### config.mk
export PLATFORM = sky130hd
export DESIGN_NAME = bram_table_loader
export DESIGN_NICKNAME = d
export VERILOG_FILES = /design/src/rtl/bram_table_loader.sv
export SDC_FILE = /design/constraint.sdc
export NUM_CORES = 1
export LEC_CHECK = 0
export ABC_CLOCK_PERIOD_IN_PS = 1900
export CAP_MARGIN = 20
export CORE_AREA = 2 2 55 67
export CTS_CLUSTER_SIZE = 30
export DETAILED_ROUTE_END_ITERATION = 10
export DIE_AREA = 0 0 57 69
export PLACE_DENSITY = 0.71
export SYNTH_ARGS = -nofsm -noshare
export SYNTH_HDL_FRONTEND = slang
export SYNTH_SLANG_ARGS = --single-unit
### constraint.sdc
create_clock -name i_clk -period 1.9 [get_ports i_clk]
set_input_delay 0.38 -clock i_clk [delete_from_list [all_inputs] [get_ports i_clk]]
set_output_delay 0.38 -clock i_clk [all_outputs]
set_load 0.01 [all_outputs]
### src/rtl/bram_table_loader.sv
// Fills the remainder lookup BRAM with data = addr mod div using a wrap counter instead of a divider.
// Optional running checksum of written data when BRAM_LOADER_CHECKSUM_EN is defined.
module bram_table_loader #(
    parameter int ADDR_W = 12,
    parameter int DATA_W = 6
) (
    input  logic              i_clk,
    input  logic              i_rst,
    input  logic              i_start,
    input  logic [DATA_W-1:0] i_div,
    input  logic              i_wr_ready,
    output logic              o_wr_en,
    output logic [ADDR_W-1:0] o_wr_addr,
    output logic [DATA_W-1:0] o_wr_data,
    output logic              o_busy,
    output logic              o_done,
    output logic              o_err
`ifdef BRAM_LOADER_CHECKSUM_EN
   ,output logic [15:0]       o_checksum
`endif
);

    typedef enum logic [1:0] {
        S_IDLE  = 2'd0,
        S_WRITE = 2'd1,
        S_DONE  = 2'd2
    } state_t;

    state_t            r_state;
    state_t            w_state_nxt;
    logic [ADDR_W-1:0] r_addr;
    logic [DATA_W-1:0] r_rem;
    logic [DATA_W-1:0] r_div_q;
    logic              r_err;

    logic w_idle;
    logic w_start_ok;
    logic w_start_bad;
    logic w_beat;
    logic w_last;
    logic w_rem_wrap;

    assign w_idle      = (r_state == S_IDLE);
    assign w_start_ok  = w_idle && i_start && (i_div != '0);
    assign w_start_bad = w_idle && i_start && (i_div == '0);
    assign w_beat      = (r_state == S_WRITE) && i_wr_ready;
    assign w_last      = (r_addr == '1);
    // Wrap against the latched divisor only, so rem never reaches div_q.
    assign w_rem_wrap  = (r_rem == (r_div_q - DATA_W'(1)));

    always_ff @(posedge i_clk) begin
        if (i_rst) begin
            r_state <= S_IDLE;
        end else begin
            r_state <= w_state_nxt;
        end
    end

    always_comb begin
        w_state_nxt = r_state;
        o_wr_en     = 1'b0;
        o_busy      = 1'b0;
        o_done      = 1'b0;
        case (r_state)
            S_IDLE: begin
                if (w_start_ok) begin
                    w_state_nxt = S_WRITE;
                end
            end
            S_WRITE: begin
                o_wr_en = 1'b1;
                o_busy  = 1'b1;
                if (w_beat && w_last) begin
                    w_state_nxt = S_DONE;
                end
            end
            S_DONE: begin
                o_done      = 1'b1;
                w_state_nxt = S_IDLE;
            end
            default: begin
                w_state_nxt = S_IDLE;
            end
        endcase
    end

    always_ff @(posedge i_clk) begin
        if (i_rst) begin
            r_addr  <= '0;
            r_rem   <= '0;
            r_div_q <= '0;
            r_err   <= 1'b0;
        end else begin
            r_err <= w_start_bad;
            if (w_start_ok) begin
                r_div_q <= i_div;
                r_addr  <= '0;
                r_rem   <= '0;
            end else if (w_beat && !w_last) begin
                r_addr <= r_addr + ADDR_W'(1);
                r_rem  <= w_rem_wrap ? '0 : (r_rem + DATA_W'(1));
            end
        end
    end

    assign o_wr_addr = r_addr;
    assign o_wr_data = r_rem;
    assign o_err     = r_err;

`ifdef BRAM_LOADER_CHECKSUM_EN
    logic [15:0] r_checksum;

    always_ff @(posedge i_clk) begin
        if (i_rst) begin
            r_checksum <= '0;
        end else if (w_start_ok) begin
            r_checksum <= '0;
        end else if (w_beat) begin
            r_checksum <= r_checksum + 16'(r_rem);
        end
    end

    assign o_checksum = r_checksum;
`endif

endmodule

==> results.py <==
metrics = {
    "run": {
        "maxCapViolCount": 0,
    },
    "place": {
        "portBuffers": 31,
        "place_hpwl_um": 2450,
        "dp_cells": 243,
        "gp_congestion": 0.809,
        "post_dp_cell_area_sq_um": 1840,
    },
    "clocking": {
        "clk_latency_ps": 270,
        "h-tree-depth": 1,
        "clk_pin_slew_ps": 100,
        "cts_root_buf": "clkbuf_8",
        "clock-sinks": 27,
        "cts_tree": "done",
        "postCtsSetupRepairBufs": 0,
        "numCtsBuffers": 3,
        "clk_path_buf_depth": 2,
    },
    "global_routing": {
        "grt_util_met1": 0.215,
        "grt_pass1_vias": 1329,
        "grt_use_met2": 0.300,
        "grt_usage": 0.173,
        "grt_max_degree": 19,
        "antenna_found_initial": 0,
        "grt_overflow": 0,
        "grt_pass1_wl_um": 5660,
        "grtUsageMet3": 0.0225,
        "grt.busiest_layer": "met2",
    },
    "critical_path": {
        "setup.worst_path.start": "r_state[0]",
        "reg2regPathDepth": 6,
        "cp_num_buf_inv": 1,
        "worstReg2RegStart": "o_wr_addr[0]",
        "start_kind": "flip-flop",
        "end_kind": "output pin",
        "cp.required_ps": 1520,
        "cp_top_family": "buffers and inverters",
        "path_cells": "nor2b_1 -> clkdlybuf4s50_1",
        "cp_max_fo": 4,
        "critPathMaxStageDelay_ps": 570,
        "ff2ff_setup_slack_ps": 110,
        "rr_endpoint": "o_wr_data[5]",
        "critPathSlowestCell": "clkdlybuf4s50_1",
        "criticalPathCategory": "flip-flop to output pin",
        "critPathArrivalTime_ps": 1430,
        "cp.depth": 2,
        "crit_path_end": "o_busy",
    },
    "power": {
        "p_switching_mw": 0.276,
        "p_seq_frac": 0.541,
        "power_density_nw_per_um2": 578,
        "peakVddDrop_v": 0.000433,
        "clkPwrFrac": 0.304,
        "p_int_mw": 0.817,
        "switching_share": 0.253,
        "p_leak_nw": 0.676,
        "p_comb_frac": 0.155,
    },
    "yosys": {
        "syn_area_per_cell_sq_um": 8.34,
        "synth_seq_area_share": 0.388,
        "synth_xor_area_frac": 0.113,
        "synth-simple-area-share": 0.288,
        "muxShareOfSynthArea": 0.0359,
        "yosysWarnings": 0,
        "synth_top_family_by_area": "simple AND/OR/NAND/NOR gates",
        "async_flop_share": 0,
        "yosysTopAreaCellShare": 0.388,
        "synth-edff-count": 0,
        "syn_area_sq_um": 1390,
        "ys_top_cells_by_count": "dfxtp_1 (27), nor2_1 (21), nand2_1 (15)",
        "ys_types": 35,
        "yosysMostFrequentCell": "dfxtp_1",
        "synth_compound_area_frac": 0.103,
        "synth_top_area_cell": "dfxtp_1",
        "synth_adder_area_share": 0.0270,
        "syn-instance-count": 167,
        "synth_area_leaders": "dfxtp_1 (39%), xor2_1 (6.3%), nor2_1 (5.7%), xnor2_1 (5.0%), nand2_1 (4.0%)",
        "syn_nets": 180,
        "synth-seq-cells": 27,
        "synthFlopType": "dfxtp_1",
    },
    "routing": {
        "ant_nets": 0,
        "drt-initial-drc-count": 24,
        "via_count": 1315,
        "wirelength_um": 3180,
        "post_drt_wl_per_cell_um": 12.9,
        "detail_route.drc_violations": 0,
        "drt_first_pass_iters": 6,
        "via_per_inst": 5.32,
    },
    "die": {
        "die_w_um": 57,
        "initial_utilization": 0.424,
        "core_region_area_sq_um": 3280,
        "die_h_um": 69,
        "rows": 23,
        "dieArea_sq_um": 3930,
        "top_level_ports": 32,
    },
    "finish": {
        "stdcell_count": 247,
        "fill_cells": 317,
        "fin_util": 0.576,
        "drive_gt1_frac": 0.114,
        "final_area_sq_um": 1890,
        "antenna_cells": 0,
        "layout.nets": 224,
        "synthToLayoutAreaGrowth_pct": 35.8,
    },
    "timing": {
        "skew_ps": 5.45,
        "hold_viol_final": 0,
        "slew_headroom": 0.790,
        "worstMarginPinSlew_ps": 312,
        "setup_viol": 0,
        "min_period_over_period": 0.952,
        "rsz0062_at_grt": "no",
        "min_period_ps": 1810,
        "timing.fmax_ghz": 0.553,
        "drv_slew": 0,
    },
    "worst_hold_path": {
        "hold_class": "flip-flop to flip-flop",
        "hp-start": "o_wr_data[5]",
    },
    "outcome": {
        "status": "finished, final reports clean",
    },
}
## state kept, by name, summed over array words and instances (netlist names)
signal,count
o_wr_addr,12
r_div_q,6
r_state,2
o_wr_data,6
o_err,1
## worst reg2reg max path: cells and delay by family, from the launching register on
family | cells | cell delay [ps]
AOI/OAI and AO/OA | 3 | 520
adders and majority gates | 1 | 210
DFF | 1 | 320
and+or+nand+nor | 2 | 680
## power groups by stage
stage	clock network, mW	registers (mW)	logic, mW
final	0.332	0.592	0.169
after global routing	0.358	0.595	0.186
after CTS	0.340	0.592	0.170
after detailed placement	0	0.605	0.169
after global placement	0	0.604	0.163
after floorplan	0	0.603	0.0915
## per-stage QoR
step	TNS, ps	setup slack, ps	hold WS, ps	power (mW)
2_1_floorplan	0	36.8	482	0.695
3_3_place_gp	-154	-120	506	0.768
3_5_place_dp	-1240	-148	511	0.774
4_1_cts	0	77.2	526	1.10
5_1_grt	0	5.56	554	1.14
6_report	0	92.0	529	1.09
## repair_timing
| action | in CTS | in global routing |
|---|---|---|
| setup endpoints to repair | 0 | 1 |
| hold buffers | 0 | 0 |
| resized for setup | 0 | 1 |
## routing by layer
| layer | wire, um | vias up |
|---|---|---|
| li1 | - | 666 |
| met1 | 1390 | 609 |
| met2 | 1630 | 36 |
| met3 | 132 | 4 |
| met4 | 28 | 0 |
| met5 | 0 | - |
## layout by cell type, fill, tap and decap left out, types with 2 or more instances in the layout
master / n
nor3_1: 6
nor4_1: 4
buf_4: 15
inv_1: 5
dfxtp_1: 27
ha_1: 3
nand2_1: 15
nand3_1: 10
nor2b_1: 4
clkbuf_8: 3
xnor2_1: 8
a21oi_1: 10
o21ai_0: 2
and2_1: 3
clkdlybuf4s50_1: 31
nand3b_1: 2
o211ai_1: 2
mux2i_1: 5
o22ai_1: 4
nand4_1: 5
nor2_1: 21
xor2_1: 10
nand4b_1: 2
## worst min path at each step
stage	endpoint	slack, ps	cells after the start
2_1_floorplan	r_div_q[5]	480	2
3_3_place_gp	r_div_q[5]	510	2
3_5_place_dp	o_wr_data[5]	510	2
4_1_cts	o_wr_data[5]	530	2
5_1_grt	r_div_q[5]	550	2
6_report	o_wr_data[5]	530	2
## kinds of logic (layout without fill, tap and decap cells)
logic type	after synthesis	in the layout
xor+xnor	18	18
mux	5	5
flops	27	27
simple gates	79	79
buf+inv	13	56
compound gates	22	22
fa+ha+maj	3	3
## area by class of cell
type	instances	area [sq um]	share of cell area
repair buffers	47	443	0.234
clock inverters	1	7.51	0.00397
clock buffers	3	41.3	0.0218
inverters	5	18.8	0.00993
well taps	37	46.3	0.0245
flip-flops and latches	27	541	0.286
multi-input cells	127	793	0.420
Note: power is estimated with default switching activity, not from simulation.
